--- config.mk ---
export PLATFORM = sky130hd
export DESIGN_NAME = ahb_interconnect_flat
export DESIGN_NICKNAME = d
export VERILOG_FILES = /design/src/rtl/ahb_ic_pkg.sv /design/src/rtl/ahb_interconnect_if.sv /design/src/rtl/ahb_default_slave.sv /design/src/rtl/ahb_interconnect.sv /design/src/flat_wrapper.sv
export SDC_FILE = /design/constraint.sdc
export NUM_CORES = 1
export LEC_CHECK = 0
export BUFFER_PORTS_ARGS = -buffer_cell sky130_fd_sc_hd__buf_2
export CAP_MARGIN = 20
export CORE_AREA = 2 2 83 85
export DETAILED_ROUTE_END_ITERATION = 16
export DIE_AREA = 0 0 85 87
export PLACE_DENSITY = 0.61
export SLEW_MARGIN = 20
export SYNTH_ARGS = -nofsm -noshare
export SYNTH_HDL_FRONTEND = slang
export SYNTH_HIERARCHICAL = 1
export SYNTH_SLANG_ARGS = --single-unit
--- constraint.sdc ---
create_clock -name HCLK -period 2.7 [get_ports HCLK]
set_clock_uncertainty 0.2 [all_clocks]
set_input_delay 0.405 -clock HCLK [delete_from_list [all_inputs] [get_ports HCLK]]
set_output_delay 0.405 -clock HCLK [all_outputs]
set_load 0.03 [all_outputs]
--- src/rtl/ahb_ic_pkg.sv ---
// Shared AHB interconnect definitions: transfer/response encodings and default-slave states.
package ahb_ic_pkg;

    localparam logic [1:0] HTRANS_IDLE   = 2'd0;
    localparam logic [1:0] HTRANS_BUSY   = 2'd1;
    localparam logic [1:0] HTRANS_NONSEQ = 2'd2;
    localparam logic [1:0] HTRANS_SEQ    = 2'd3;

    localparam logic HRESP_OKAY  = 1'b0;
    localparam logic HRESP_ERROR = 1'b1;

    typedef enum logic [1:0] {
        DS_IDLE = 2'd0,
        DS_ERR1 = 2'd1,
        DS_ERR2 = 2'd2
    } ds_state_t;

    // NONSEQ and SEQ are the only transfer types that need a real response.
    function automatic logic trans_active(input logic [1:0] htrans);
        return (htrans == HTRANS_NONSEQ) || (htrans == HTRANS_SEQ);
    endfunction

endpackage

--- src/rtl/ahb_interconnect_if.sv ---
// Bus bundle between the AHB master/slaves and the interconnect.
//   slave  modport: the interconnect's view (decodes master, muxes slave responses)
//   master modport: the environment's view (master + slave models)
interface ahb_interconnect_if #(
    parameter int unsigned DATA_WIDTH = 32,
    parameter int unsigned ADDR_WIDTH = 32,
    parameter int unsigned SLAVE_NUM  = 4
);
    logic [ADDR_WIDTH-1:0]           HADDR;
    logic [1:0]                      HTRANS;
    logic [SLAVE_NUM-1:0]            HSEL_o;
    logic                            HREADY_o;
    logic [SLAVE_NUM*DATA_WIDTH-1:0] HRDATA_s;
    logic [SLAVE_NUM-1:0]            HREADYOUT_s;
    logic [SLAVE_NUM-1:0]            HRESP_s;
    logic [DATA_WIDTH-1:0]           HRDATA;
    logic                            HREADY;
    logic                            HRESP;
    logic                            TIMEOUT_o;

    modport slave (
        input  HADDR, HTRANS, HRDATA_s, HREADYOUT_s, HRESP_s,
        output HSEL_o, HREADY_o, HRDATA, HREADY, HRESP, TIMEOUT_o
    );

    modport master (
        output HADDR, HTRANS, HRDATA_s, HREADYOUT_s, HRESP_s,
        input  HSEL_o, HREADY_o, HRDATA, HREADY, HRESP, TIMEOUT_o
    );
endinterface

--- src/rtl/ahb_default_slave.sv ---
// Default slave for unmapped addresses: two-cycle ERROR for NONSEQ/SEQ, zero-wait OKAY otherwise.
// Ports: HCLK, HRST (async active-low), sel (no mapped slave decoded), HTRANS, HREADY (bus ready),
//        ready/resp (registered data-phase response, valid while the default slave owns the data phase).
module ahb_default_slave
    import ahb_ic_pkg::*;
(
    input  logic       HCLK,
    input  logic       HRST,
    input  logic       sel,
    input  logic [1:0] HTRANS,
    input  logic       HREADY,
    output logic       ready,
    output logic       resp
);

    ds_state_t state;

    logic start_err_c;
    assign start_err_c = HREADY && sel && trans_active(HTRANS);

    // State and outputs move together so ready/resp are registered.
    always_ff @(posedge HCLK or negedge HRST) begin
        if (!HRST) begin
            state <= DS_IDLE;
            ready <= 1'b1;
            resp  <= HRESP_OKAY;
        end else begin
            case (state)
                DS_IDLE, DS_ERR2: begin
                    if (start_err_c) begin
                        state <= DS_ERR1;
                        ready <= 1'b0;
                        resp  <= HRESP_ERROR;
                    end else begin
                        state <= DS_IDLE;
                        ready <= 1'b1;
                        resp  <= HRESP_OKAY;
                    end
                end
                DS_ERR1: begin
                    state <= DS_ERR2;
                    ready <= 1'b1;
                    resp  <= HRESP_ERROR;
                end
                default: begin
                    state <= DS_IDLE;
                    ready <= 1'b1;
                    resp  <= HRESP_OKAY;
                end
            endcase
        end
    end

endmodule

--- src/rtl/ahb_interconnect.sv ---
// Single-master AHB interconnect: base/mask address decode, registered data-phase select,
// response mux and built-in default slave for unmapped transfers.
// Ports: HCLK, HRST (async active-low), bus (ahb_interconnect_if.slave):
//   HADDR/HTRANS from master, HSEL_o/HREADY_o to slaves, HRDATA_s/HREADYOUT_s/HRESP_s from slaves,
//   HRDATA/HREADY/HRESP to master, TIMEOUT_o sticky watchdog flag.
// Optional macro AHB_IC_TIMEOUT_EN: watchdog aborting data phases stalled for TIMEOUT_CYC cycles.
module ahb_interconnect
    import ahb_ic_pkg::*;
#(
    parameter int unsigned DATA_WIDTH = 32,
    parameter int unsigned ADDR_WIDTH = 32,
    parameter int unsigned SLAVE_NUM  = 4,
    parameter logic [SLAVE_NUM*ADDR_WIDTH-1:0] SLV_BASE =
        {32'h3000_0000, 32'h2000_0000, 32'h1000_0000, 32'h0000_0000},
    parameter logic [SLAVE_NUM*ADDR_WIDTH-1:0] SLV_MASK = {4{32'hF000_0000}},
    parameter int unsigned TIMEOUT_CYC = 16
) (
    input logic               HCLK,
    input logic               HRST,
    ahb_interconnect_if.slave bus
);

    logic [SLAVE_NUM-1:0] match_c;
    logic [SLAVE_NUM-1:0] hsel_c;
    logic                 nomatch_c;
    logic [SLAVE_NUM-1:0] dsel;       // all-zero encodes the default slave
    logic                 ds_ready;
    logic                 ds_resp;
    logic                 slv_ready_c;
    logic                 slv_resp_c;
    logic [SLAVE_NUM:0][DATA_WIDTH-1:0] rd_acc;
    logic                  hready_c;
    logic                  hresp_c;
    logic [DATA_WIDTH-1:0] hrdata_c;

    // Per-slave address compare plus read-data OR-reduction of the selected slave.
    assign rd_acc[0] = '0;
    for (genvar i = 0; i < SLAVE_NUM; i++) begin : g_slv
        assign match_c[i] = (bus.HADDR & SLV_MASK[i*ADDR_WIDTH +: ADDR_WIDTH])
                            == SLV_BASE[i*ADDR_WIDTH +: ADDR_WIDTH];
        assign rd_acc[i+1] = rd_acc[i]
                           | (bus.HRDATA_s[i*DATA_WIDTH +: DATA_WIDTH] & {DATA_WIDTH{dsel[i]}});
    end

    // Isolate the lowest set bit so overlapping regions resolve to the lowest index.
    assign hsel_c    = match_c & (~match_c + SLAVE_NUM'(1));
    assign nomatch_c = ~|match_c;

    assign slv_ready_c = |(dsel & bus.HREADYOUT_s);
    assign slv_resp_c  = |(dsel & bus.HRESP_s);

    // Data-phase owner advances only when the current transfer completes.
    always_ff @(posedge HCLK or negedge HRST) begin
        if (!HRST) begin
            dsel <= '0;
        end else if (hready_c) begin
            dsel <= hsel_c;
        end
    end

    ahb_default_slave u_default_slave (
        .HCLK   (HCLK),
        .HRST   (HRST),
        .sel    (nomatch_c),
        .HTRANS (bus.HTRANS),
        .HREADY (hready_c),
        .ready  (ds_ready),
        .resp   (ds_resp)
    );

`ifdef AHB_IC_TIMEOUT_EN
    localparam int unsigned CNT_W = $clog2(TIMEOUT_CYC + 1);

    logic [CNT_W-1:0] to_cnt;
    logic             to_second_q;
    logic             timeout_q;
    logic             to_first_c;

    // Counter saturates at the limit; a slave still low there is overridden.
    assign to_first_c = (dsel != '0) && !slv_ready_c && !to_second_q
                        && (to_cnt == CNT_W'(TIMEOUT_CYC));

    always_ff @(posedge HCLK or negedge HRST) begin
        if (!HRST) begin
            to_cnt      <= '0;
            to_second_q <= 1'b0;
            timeout_q   <= 1'b0;
        end else begin
            if (hready_c) begin
                to_cnt <= '0;
            end else if ((dsel != '0) && !slv_ready_c && (to_cnt != CNT_W'(TIMEOUT_CYC))) begin
                to_cnt <= to_cnt + CNT_W'(1);
            end
            to_second_q <= to_first_c;
            if (to_first_c) begin
                timeout_q <= 1'b1;
            end
        end
    end

    assign bus.TIMEOUT_o = timeout_q;
`else
    logic unused_timeout_cfg;
    assign unused_timeout_cfg = &{1'b0, 32'(TIMEOUT_CYC)};
    assign bus.TIMEOUT_o = 1'b0;
`endif

    // Response mux; the watchdog override has priority over the stalled slave.
    always_comb begin
        if (dsel == '0) begin
            hready_c = ds_ready;
            hresp_c  = ds_resp;
            hrdata_c = '0;
        end else begin
            hready_c = slv_ready_c;
            hresp_c  = slv_resp_c;
            hrdata_c = rd_acc[SLAVE_NUM];
        end
`ifdef AHB_IC_TIMEOUT_EN
        if (to_first_c) begin
            hready_c = 1'b0;
            hresp_c  = HRESP_ERROR;
        end else if (to_second_q) begin
            hready_c = 1'b1;
            hresp_c  = HRESP_ERROR;
            hrdata_c = '0;
        end
`endif
    end

    assign bus.HSEL_o   = hsel_c;
    assign bus.HREADY_o = hready_c;
    assign bus.HREADY   = hready_c;
    assign bus.HRESP    = hresp_c;
    assign bus.HRDATA   = hrdata_c;

endmodule
--- src/flat_wrapper.sv ---
// flat-port wrapper written by rule: the top's interface ports become plain ports
module ahb_interconnect_flat import ahb_ic_pkg::*;
#(
    parameter int unsigned DATA_WIDTH = 32,
    parameter int unsigned ADDR_WIDTH = 32,
    parameter int unsigned SLAVE_NUM  = 4,
    parameter logic [SLAVE_NUM*ADDR_WIDTH-1:0] SLV_BASE =
        {32'h3000_0000, 32'h2000_0000, 32'h1000_0000, 32'h0000_0000},
    parameter logic [SLAVE_NUM*ADDR_WIDTH-1:0] SLV_MASK = {4{32'hF000_0000}},
    parameter int unsigned TIMEOUT_CYC = 16
)
  (HCLK, HRST, bus_HADDR, bus_HTRANS, bus_HRDATA_s, bus_HREADYOUT_s, bus_HRESP_s, bus_HSEL_o, bus_HREADY_o, bus_HRDATA, bus_HREADY, bus_HRESP, bus_TIMEOUT_o);
  ahb_interconnect_if #(.DATA_WIDTH(DATA_WIDTH), .ADDR_WIDTH(ADDR_WIDTH), .SLAVE_NUM(SLAVE_NUM)) bus_i ();
  input logic HCLK;
  input logic HRST;
  input wire logic [$bits(bus_i.HADDR)-1:0] bus_HADDR;
  input wire logic [$bits(bus_i.HTRANS)-1:0] bus_HTRANS;
  input wire logic [$bits(bus_i.HRDATA_s)-1:0] bus_HRDATA_s;
  input wire logic [$bits(bus_i.HREADYOUT_s)-1:0] bus_HREADYOUT_s;
  input wire logic [$bits(bus_i.HRESP_s)-1:0] bus_HRESP_s;
  output wire logic [$bits(bus_i.HSEL_o)-1:0] bus_HSEL_o;
  output wire logic [$bits(bus_i.HREADY_o)-1:0] bus_HREADY_o;
  output wire logic [$bits(bus_i.HRDATA)-1:0] bus_HRDATA;
  output wire logic [$bits(bus_i.HREADY)-1:0] bus_HREADY;
  output wire logic [$bits(bus_i.HRESP)-1:0] bus_HRESP;
  output wire logic [$bits(bus_i.TIMEOUT_o)-1:0] bus_TIMEOUT_o;
  assign bus_i.HADDR = bus_HADDR;
  assign bus_i.HTRANS = bus_HTRANS;
  assign bus_i.HRDATA_s = bus_HRDATA_s;
  assign bus_i.HREADYOUT_s = bus_HREADYOUT_s;
  assign bus_i.HRESP_s = bus_HRESP_s;
  assign bus_HSEL_o = bus_i.HSEL_o;
  assign bus_HREADY_o = bus_i.HREADY_o;
  assign bus_HRDATA = bus_i.HRDATA;
  assign bus_HREADY = bus_i.HREADY;
  assign bus_HRESP = bus_i.HRESP;
  assign bus_TIMEOUT_o = bus_i.TIMEOUT_o;
  ahb_interconnect #(.DATA_WIDTH(DATA_WIDTH), .ADDR_WIDTH(ADDR_WIDTH), .SLAVE_NUM(SLAVE_NUM), .SLV_BASE(SLV_BASE), .SLV_MASK(SLV_MASK), .TIMEOUT_CYC(TIMEOUT_CYC)) u_core (.HCLK(HCLK), .HRST(HRST), .bus(bus_i));
endmodule
==> Word-level counts from Yosys, hierarchy flattened <==
Cells that the tools add are included.
{ "op_classes": {"n_addsub": 1, "n_eq_ne": 7, "muxes": 9, "n_bitwise": 11, "n_reduce_logical": 11} }
{ "ops": {"columns": ["operator", "count"], "rows": [
  ["$and A32 B32 Y32", 4],
  ["$or A32 B32 Y32", 3],
  ["$logic_not A32 Y1", 1],
  ["$mux W32", 1],
  ["$and A4 B4 Y4", 3],
  ["$reduce_or A4 Y1", 3],
  ["$eq A4 B2 Y1 const B", 2],
  ["$eq A2 B2 Y1 const B", 3],
  ["$mux W1", 6],
  ["$add A4 B1 Y4 const B", 1],
  ["$eq A4 B1 Y1 const B", 1],
  ["$logic_not A4 Y1", 1],
  ["$not A4 Y4", 1],
  ["$pmux W2 S2", 1],
  ["$eq A2 B1 Y1 const B", 1],
  ["$logic_and A1 B1 Y1", 2],
  ["$logic_not A2 Y1", 1],
  ["$pmux W1 S2", 1],
  ["$reduce_or A2 Y1", 1],
  ["$logic_not A1 Y1", 1],
  ["$logic_or A1 B1 Y1", 1]
]} }
{ "totals": {"regBits": 8, "inputBits": 172, "out_inout_bits": 40, "word_cells": 43} }

==> Longest topological paths before layout <==
Gate-level depths: netlist of run 1.
{ "logic_depth": {"ltp_word": 7, "ltp_mapped": 7, "mapped_depth_nobuf": 5} }

==> Modules after synthesis <==
Netlist of run 1, hierarchy kept.
{ "by_module_without_submodules": {"columns": ["module", "n_inst", "cells_per_inst", "area_per_inst_um2", "seq_area_each_um2"], "rows": [
  ["ahb_interconnect", 1, 146, 991.0, 100.1],
  ["ahb_default_slave", 1, 8, 148.9, 101.3]
]} }

==> Worst setup path before layout of run 1 <==
OpenSTA, ideal clock, no wires.
{ "synth_path": {"path_type": "flip-flop to output port", "start": "register u_core.dsel[1]", "end": "output bus_HREADY_o", "t_arrival_ns": 1.835, "required_ns": 2.095, "path_slack_ns": 0.260, "path_stages_with_launch": 7, "n_path_buf": 3, "cell_sequence": "dfrtp_1 > buf_6 > or4_4 > buf_6 > nand3_4 > o21a_1 > buf_4"} }
{ "synth_via": {"elab_chain_len": 3, "word_cells_on_any_way": 4, "classes_between": "1 x mux; 1 x bitwise; 2 x reduce/logical"} }
{ "synth_lines": {"columns": ["element", "line", "rtl"], "rows": [
  ["from (decl)", "ahb_interconnect.sv:26", "logic [SLAVE_NUM-1:0] dsel;"],
  ["from (signal assigned)", "ahb_interconnect.sv:57", "dsel <= hsel_c;"],
  ["$and A4 B4 Y4", "ahb_interconnect.sv:49", "assign slv_ready_c = |(dsel & bus.HREADYOUT_s);"],
  ["$reduce_or A4 Y1", "ahb_interconnect.sv:49", null],
  ["$mux W1 *", "ahb_interconnect.sv:110", "if (dsel == '0) begin"],
  ["to (decl)", "flat_wrapper.sv:22", "output wire logic [$bits(bus_i.HREADY_o)-1:0] bus_HREADY_o;"]
]} }
Mark *: on every way between the ends. The rest lies on a longest branch, timed or not.

==> Worst setup path after layout of run 1 <==
{ "layout_path": {"start": "register u_core.dsel[1]", "end": "output bus_HREADY"} }
{ "layout_via": {"elab_chain_len": 3, "word_cells_on_any_way": 4, "classes_between": "1 x mux; 1 x bitwise; 2 x reduce/logical"} }
{ "layout_lines": {"columns": ["element", "line", "rtl"], "rows": [
  ["$and A4 B4 Y4", "ahb_interconnect.sv:49", null],
  ["$reduce_or A4 Y1", "ahb_interconnect.sv:49", null],
  ["$mux W1 *", "ahb_interconnect.sv:110", null],
  ["to (decl)", "flat_wrapper.sv:24", "output wire logic [$bits(bus_i.HREADY)-1:0] bus_HREADY;"]
]} }
Marked as above.

==> run metrics, run 1 <==
fin nets=498; vias in the first global route=1766; Die W=85 um; CP Capture Type=output pin; Final Hold Viols=0; Root Buffer Master=clkbuf_8; Hold Path Class=in -> reg; Main synth FF type=dfrtp_1; r2r setup slk=0.91 ns; fin cells=405; syn_area_per_cell=7.40 um^2; worst reg-to-reg path cell count=5; vias per cell=4.70; initial antenna violation count=0; Hold Buf Count CTS=1; sequential element share of the synthesized area=17.7%; synth top area cells=a22oi_1 (45%), dfrtp_1 (15%), nand2_1 (11%); yosys warns=6; DP HPWL=4180 um; first-pass GRT wire length=7810 um; # fillers=710; setup TNS=0 ns; share of post-route cells with drive strength above 1=59.7%; Worst setup SP type=flip-flop; placed cells=400; most common cell in the netlist=a22oi_1; register area=201 um^2; die height=87 um; leading area contributor after synthesis=a22oi_1; clk_lat worst skew=0.22 ns; Pleak=1.28 nW; Tmin final=2.38 ns; Yosys cell types=24; clk buf depth=2; DR iter-0 viols=63; largest net degree at the start of global routing=36; CTS resizes=0; Ports=212; Crit Path Max Fanout=8; unrepaired setup endpoints after global routing=false; Max Freq=420 MHz; vias after detailed routing=1904; Layout area overhead=87.4%; Total Routing Usage GR=12.5%; Seq cells post-synth=8; Std-Cell Core Area=0.00657 mm^2; Crit Path Class=reg -> out; gr ovfl total=0; Total Wirelength=5260 um; Pwr Density=360 mW/mm^2; Crit Reg-Reg Endpoint=u_core/u_default_slave/resp; n_diodes=0; CP Capture Point=bus_HREADY; VDD IR max=0.000294 V; synth cell count leaders=a22oi_1 (68), nand2_1 (32), clkbuf_1 (14); max cap viols=0; worst flop-to-flop path startpoint=u_core/dsel[1]; initial core utilization=17.4%; Synth async-reset ratio=100%; area of the multi-input gates=825 um^2; number of nets with antenna violations after routing=0; Wirelength per Cell=13.0 um; post-CTS setup buffer count=0; synthesized instance count=154; # setup viols final=0; CTS H-tree depth=1; Yosys top cell area share=44.8%; Design Area, Final=0.00214 mm^2; DR pass1 iterations=5; Final Cycle Share=88.3%; CP arrival=1.78 ns; detailed-route DRC error count=0; row cnt=30; CTS tree=built; CP Data Required Time=2.10 ns; Slew Viols, Final=0; routability cong.=0.840; clk slew on worst S/H paths=0.04 ns; cell area after synthesis=0.00114 mm^2; die area=0.00740 mm^2; Post-synth EDFFs=0; Cell Area, Placed=0.00208 mm^2; status=complete, no violations; critical path startpoint=u_core/dsel[1]; CTS buffer count=3; clock sinks=8; net count after synthesis=326; port bufs=181
[layout make-up]
type                            count  share of cell area, %
Sequential cell                     8                   9.43
Inverter                            5                  0.879
Tap cell                           80                   4.69
Multi-Input combinational cell    122                   38.6
Clock buffer                        4                   2.11
Timing Repair Buffer              186                   44.3
[critical path, stage by stage, from the launching register on]
cell and delay [ns]:
dfrtp_1 0.37, or4_4 0.60, nand3_4 0.13, o21a_1 0.22
buf_2 0.23
[per-stage QoR]
stage	power, mW	hold WS, ns	utilization, %	worst slack, ns
floorplan	0.444	-0.0906	-	0.260
global placement	0.622	0.0489	31.7	0.555
detailed placement	0.627	0.0542	31.7	0.539
CTS	0.777	0.233	32.5	0.297
global route	0.822	0.228	32.5	0.235
finish	0.769	0.230	32.5	0.317
[flip-flops by register name, indices dropped and copies added, names as in the netlist]
name                          flops
u_core/dsel                       4
u_core/u_default_slave/ready      1
u_core/u_default_slave/resp       1
u_core/u_default_slave/state      2
[worst min-delay path by stage]
stage	from	endpoint	slack (ns)	cells past startpoint
6_report	bus_HTRANS[1]	u_core/u_default_slave/ready	0.23	2
5_1_grt	bus_HTRANS[1]	u_core/u_default_slave/ready	0.23	2
4_1_cts	bus_HTRANS[1]	u_core/u_default_slave/ready	0.23	2
3_5_place_dp	HRST	u_core/u_default_slave/resp	0.05	1
3_3_place_gp	HRST	u_core/u_default_slave/resp	0.05	1
2_1_floorplan	HRST	u_core/dsel[0]	-0.09	0
[placed cells by master, fill, tap and decap left out]
cell	instances
o21a_1	1
buf_4	4
a31oi_1	1
nor4_1	1
nand4b_4	1
dfrtp_1	7
buf_2	181
nor4bb_1	1
clkbuf_8	3
dlygate4sd3_1	1
a22oi_1	68
nor2b_4	1
clkbuf_1	1
nand2b_1	1
conb_1	1
nand2_1	32
or4_4	1
dfstp_2	1
or2_2	1
o21ai_0	4
mux2i_1	4
nor2_1	1
nand3_4	1
nor4b_1	2
inv_1	5
[metal layers]
metal / wire length [um] / global-route usage, % / up-vias
met2: 2640 / 23.3 / 105
met5: 0 / 0 / -
li1: - / - / 940
met1: 2110 / 15.6 / 857
met3: 486 / 2.09 / 2
met4: 23 / 1.44 / 0
[where the power goes]
part / switching, mW / internal (mW) / leakage (nW) / total (mW)
logic: 0.291 / 0.187 / 1.15 / 0.478
registers: 0.00915 / 0.137 / 0.104 / 0.146
clock network: 0.0423 / 0.102 / 0.0228 / 0.144
[kinds of logic after synthesis]
| group | synth area share [%] |
|---|---|
| compound gates | 47.8 |
| mux | 3.51 |
| simple gates | 20.7 |
| flops | 17.7 |
| other cells | 0.329 |
| buf+inv | 9.99 |
Note: power is estimated with default switching activity, not from simulation.
==> inputs of run 2 (changes only) <==
Settings changed: CORE_AREA 2 2 83 85 to 2 2 82 84, DIE_AREA 0 0 85 87 to 0 0 84 86, PLACE_DENSITY 0.61 to 0.63, SETUP_SLACK_MARGIN set to 0.4.
Clock period 2.7 ns to 3.1 ns, I/O delays scaled along.
==> run 2 against run 1 <==
Net effect: utilization grew 1.5 points; non-clock buffer count is the same; flip-flop and latch count is the same; clock power shrank 10%; first-iteration DRC count grew 13%; die area shrank 2.3%; worst setup slack gained 0.25 ns; design area shrank 0.12%.
==> run metrics, run 2 (synthesis gave the netlist of run 1 again) <==
critical path depth=4 (unchanged); worst flop-to-flop path startpoint=u_core/dsel[0]; CTS buffer count=3 (unchanged); CTS tree=built; clk buf depth=2 (unchanged); routability cong.=0.696 (-17%); initial antenna violation count=0 (unchanged); r2r setup slk=1.22 ns (+0.31 ns); vias after detailed routing=1880 (-1.3%); DP HPWL=3890 um (-7.0%); clock sinks=8 (unchanged); most frequent cells in the layout=buf_2 (181), a22oi_1 (68), nand2_1 (32); most common cell after layout, fill and taps aside=buf_2; Hold Path Class=reg -> reg; port bufs=181 (unchanged); gr busiest metal=met2; CP Capture Point=bus_HREADY_o; critical path startpoint=u_core/dsel[0]; max cap viols=0 (unchanged); initial core utilization=18.2% (+0.81 points); Crit Path Class=reg -> out; CP Data Required Time=2.43 ns (+0.33 ns); CP cell instances=or4_4, nand3_4, o21a_1, buf_2; CP max-delay cell=dfrtp_2; Root Buffer Master=clkbuf_8; Layout area overhead=87.2%; Final WS setup=0.569 ns (+0.252 ns); GR Layer Usage met1=14.2% (-1.4 points); CTS H-tree depth=1 (unchanged); vias in the first global route=1752 (-0.79%); pre-CTS setup slack=0.671 ns (+0.132 ns); VDD IR max=0.000168 V (-43%); vias per cell=4.68 (-0.52%); gr ovfl total=0 (unchanged); unrepaired setup endpoints after global routing=false; die height=86 um (-1.1%); CP Capture Type=output pin; Pwr Density=315 mW/mm^2 (-13%); first-pass GRT wire length=7740 um (-0.88%); Die W=84 um (-1.2%); Std-Cell Core Area=0.00628 mm^2 (-4.4%); Wirelength per Cell=12.5 um (-3.6%); fin nets=498 (unchanged); row cnt=29 (-3.3%); Worst setup SP type=flip-flop; clk_lat worst skew=0.23 ns (about the same); biggest registers after layout=u_core/dsel x4, u_core/u_default_slave/state x2; Crit Path Max Fanout=17 (+9); Max Freq=395 MHz; Buf+Inv Stages, Crit Path=1 (unchanged); number of nets with antenna violations after routing=0 (unchanged); DR iter-0 viols=71 (+13%); Slew Viols, Final=0 (unchanged); n_diodes=0 (unchanged); Tmin final=2.53 ns; CP arrival=1.87 ns (+0.09 ns); worst reg-to-reg path cell count=5 (unchanged); top cell family by delay on the critical path=simple AND/OR/NAND/NOR gates; Final Cycle Share=81.6%; worst hold margin=0.256 ns (+0.0258 ns); Pleak=1.28 nW (-0.13%); clk slew on worst S/H paths=0.04 ns (about the same); Final Hold Viols=0 (unchanged); share of post-route cells with drive strength above 1=60.0% (+0.31 points); met3 Use GR=2.02% (-0.064 points); setup TNS=0 ns (unchanged); DR pass1 iterations=4 (-1); # setup viols final=0 (unchanged); Ports=212 (unchanged); largest net degree at the start of global routing=36 (unchanged); hold wc startpoint=u_core/u_default_slave/state[1]; max FFs per register=4 (unchanged); Total Wirelength=5030 um (-4.3%); GR Layer Usage met2=25.8% (+2.5 points); Reg with most FFs=u_core/dsel; Crit Reg-Reg Endpoint=u_core/u_default_slave/resp; Crit path largest cell delay=0.53 ns (-0.07 ns); Total Routing Usage GR=12.7% (+0.21 points); status=complete, no violations; die area=0.00722 mm^2 (-2.3%); detailed-route DRC error count=0 (unchanged)
==> run 2: cell counts in the layout (fill, tap and decap cells not counted) <==
No cell type changed its count.
==> run 2: worst min path at each step <==
stage	to	slack, ns	depth (start not counted)
after floorplan	u_core/dsel[0]	-0.03	0
after global placement	u_core/u_default_slave/state[0]	0.11	1
after detailed placement	u_core/u_default_slave/state[0]	0.11	1
after CTS	u_core/u_default_slave/state[1]	0.26	1
after global routing	u_core/u_default_slave/state[1]	0.27	1
final	u_core/u_default_slave/state[1]	0.26	1
==> run 2: through the flow <==
stage          util [%]  instance area (um^2)  total power [mW]  std cells
5_1_grt            34.0                  2130             0.716        402
2_1_floorplan         -                  1140             0.387        154
3_3_place_gp       33.1                  2080             0.541        397
6_report           34.0                  2130             0.672        402
3_5_place_dp       33.1                  2080             0.545        397
4_1_cts            34.0                  2130             0.679        402
==> run 2: routing by layer <==
metal | part of all wire, % | vias to the layer above | wire, um
met3 | 9.6 | 2 | 481
met4 | 0.20 | 0 | 10
met1 | 37 | 825 | 1880
met5 | 0 | - | 0
li1 | - | 937 | -
met2 | 53 | 116 | 2660
==> run 2: timing repair <==
| action | in CTS | in global routing |
|---|---|---|
| setup buffers | 0 | 0 |
| hold buffers | 1 | 0 |
| setup endpoints to repair | 0 | 2 |
| endpoints found under the hold margin | 7 | 0 |
| gates resized for setup | 0 | 1 |
==> run 2: worst reg2reg max path: stages, from the launching register on <==
cell	delay (ns)
dfrtp_2	0.53
or4_4	0.52
nand3_4	0.13
o21a_1	0.23
nand4b_4	0.13
nand2b_1	0.08
==> run 2: where the power goes <==
part | switching (mW) | internal (mW)
Sequential | 0.0118 | 0.119
Clock | 0.0404 | 0.0890
Combinational | 0.248 | 0.163
Total | 0.300 | 0.371
==> run 2: cell type report <==
cell class                 count  area (um^2)
clock buffer                   4         45.0
fill                         655         4140
inverter                       5         18.8
multi-input combinational    122          825
sequential                     8          203
tap                           77         96.3
timing repair buffer         186          946
==> inputs of run 3 (changes only) <==
Settings changed: CORE_AREA 2 2 82 84 to 2 2 83 85, DIE_AREA 0 0 84 86 to 0 0 85 87, PLACE_DENSITY 0.63 to 0.61.
Clock period 3.1 ns to 2.44 ns, I/O delays scaled along.
==> run 3 against run 2 <==
Net effect: largest cell class unchanged; first-iteration DRC count shrank 20%; combinational power grew 42%; clock power grew 26%; global-route usage shrank 0.11 points; sequential share of layout area shrank 0.50 points; critical path depth shrank 1; hold slack lost 0.080 ns; critical path type unchanged; critical endpoint unchanged; clock-buffer cell count is the same.
==> run metrics, run 3 (synthesis gave the netlist of run 1 again) <==
port bufs=181 (unchanged); Final Hold Viols=0 (unchanged); worst reg-to-reg path cell count=5 (unchanged); detailed-route DRC error count=0 (unchanged); placed cells=401 (+1.0%); Root Buffer Master=clkbuf_8; worst flop-to-flop path startpoint=u_core/dsel[1]; Final WS setup=0.312 ns (-0.257 ns); fin nets=503 (+1.0%); vias after detailed routing=1943 (+3.4%); CTS H-tree depth=1 (unchanged); Reg with most FFs=u_core/dsel; Tmin final=2.13 ns; DR iter-0 viols=57 (-20%); worst hold path depth=2 (+1); setup TNS=0 ns (unchanged); Hold Path Class=in -> reg; share of post-route cells with drive strength above 1=62.7% (+2.7 points); vias per cell=4.73 (+1.1%); first-pass GRT wire length=7760 um (+0.27%); CP Data Required Time=1.87 ns (-0.56 ns); Std-Cell Core Area=0.00657 mm^2 (+4.6%); Die W=85 um (+1.2%); Wirelength per Cell=12.8 um (+2.0%); vias in the first global route=1734 (-1.0%); Layout area overhead=96.3%; # setup viols final=0 (unchanged); pre-CTS setup slack=0.405 ns (-0.266 ns); die height=87 um (+1.2%); max cap viols=0 (unchanged); die area=0.00740 mm^2 (+2.4%); # fillers=706 (+7.8%); clock sinks=8 (unchanged); initial antenna violation count=1 (+1); CTS tree=built; most frequent cells in the layout=buf_2 (178), a22oi_1 (67), nand2_1 (32); row cnt=30 (+3.4%); Crit path largest cell delay=0.60 ns (+0.07 ns); routability cong.=0.745 (+7.1%); Total Routing Usage GR=12.6% (-0.11 points); clk buf depth=2 (unchanged); Crit Path Max Fanout=5 (-12); fin cells=411 (+2.2%); unrepaired setup endpoints after global routing=true; Worst setup SP type=flip-flop; biggest registers after layout=u_core/dsel x4, u_core/u_default_slave/state x2; Slew Viols, Final=0 (unchanged); VDD IR max=0.000248 V (+48%); DP HPWL=4170 um (+7.3%); Max Freq=470 MHz; gr ovfl total=0 (unchanged); CTS buffer count=3 (unchanged); r2r setup slk=0.62 ns (-0.60 ns); clk slew on worst S/H paths=0.04 ns (about the same); initial core utilization=17.4% (-0.81 points); number of nets with antenna violations after routing=0 (unchanged); Ports=212 (unchanged); max FFs per register=4 (unchanged); clk_lat worst skew=0.23 ns (about the same); Crit Reg-Reg Endpoint=u_core/u_default_slave/resp; CP Capture Type=output pin; largest net degree at the start of global routing=36 (unchanged); most common cell after layout, fill and taps aside=buf_2; Crit Path Class=reg -> out; Final Cycle Share=87.2%; Total Wirelength=5250 um (+4.3%); status=complete, no violations; WHS Endpoint=u_core/u_default_slave/ready; CP cell instances=or4_4, o21a_4, buf_6; CP arrival=1.56 ns (-0.31 ns); top cell family by delay on the critical path=simple AND/OR/NAND/NOR gates; hold wc startpoint=bus_HTRANS[1]; Pleak=1.32 nW (+3.0%); Pwr Density=406 mW/mm^2 (+29%); Buf+Inv Stages, Crit Path=1 (unchanged); CP max-delay cell=or4_4; DR pass1 iterations=4 (unchanged)
-- run 3: cell type report --
type | instances | area, um^2 | share of cell area (%)
Multi-Input combinational cell | 122 | 871 | 38.9
Antenna cell | 1 | 2.50 | 0.112
Inverter | 5 | 18.8 | 0.839
Timing Repair Buffer | 191 | 998 | 44.6
Sequential cell | 8 | 201 | 9.00
Clock buffer | 4 | 45.0 | 2.01
Tap cell | 80 | 100 | 4.47
-- run 3: worst max path at each step --
| stage | startpoint | endpoint | slack, ns | cells after the start |
|---|---|---|---|---|
| 2_1_floorplan | u_core/dsel[1] | bus_HREADY_o | 0.28 | 6 |
| 3_3_place_gp | u_core/dsel[1] | bus_HREADY_o | 0.42 | 4 |
| 3_5_place_dp | u_core/dsel[1] | bus_HREADY_o | 0.41 | 4 |
| 4_1_cts | u_core/dsel[3] | bus_HREADY_o | 0.28 | 3 |
| 5_1_grt | u_core/dsel[1] | bus_HREADY | 0.27 | 4 |
| 6_report | u_core/dsel[1] | bus_HREADY_o | 0.31 | 3 |
-- run 3: power by group --
part	switching [mW]	internal, mW
registers	0.0118	0.152
clock network	0.0495	0.113
logic	0.333	0.249
-- run 3: timing repair --
item / 4_1_cts / 5_1_grt
setup endpoints to repair: 3 / 14
gates resized for setup: 7 / 0
setup buffers: 3 / 1
hold buffers: 1 / 0
endpoints found under the hold margin: 8 / 0
pin swaps: 2 / 2
-- run 3: per-stage QoR --
stage | hold WS, ns | utilization [%] | power (mW) | instance area, um^2
2_1_floorplan | -0.130 | - | 0.507 | 1180
3_3_place_gp | 0.00957 | 32.4 | 0.700 | 2130
3_5_place_dp | 0.0157 | 32.4 | 0.708 | 2130
4_1_cts | 0.176 | 33.9 | 0.912 | 2230
5_1_grt | 0.182 | 34.1 | 0.970 | 2240
6_report | 0.176 | 34.1 | 0.908 | 2240
-- run 3: worst register-to-register path: stages, from the launching register on --
cell and delay [ns]:
dfrtp_1 0.37, or4_4 0.60, o21a_4 0.24, buf_4 0.14
nand4b_4 0.09, nand2b_1 0.07
-- run 3: routing by layer --
metal / part of all wire (%) / vias up / global-route usage [%]
met5: 0 / - / 0
met4: 0.91 / 0 / 3.32
met3: 11 / 6 / 2.18
met2: 50 / 122 / 23.8
met1: 38 / 861 / 14.7
li1: - / 954 / -
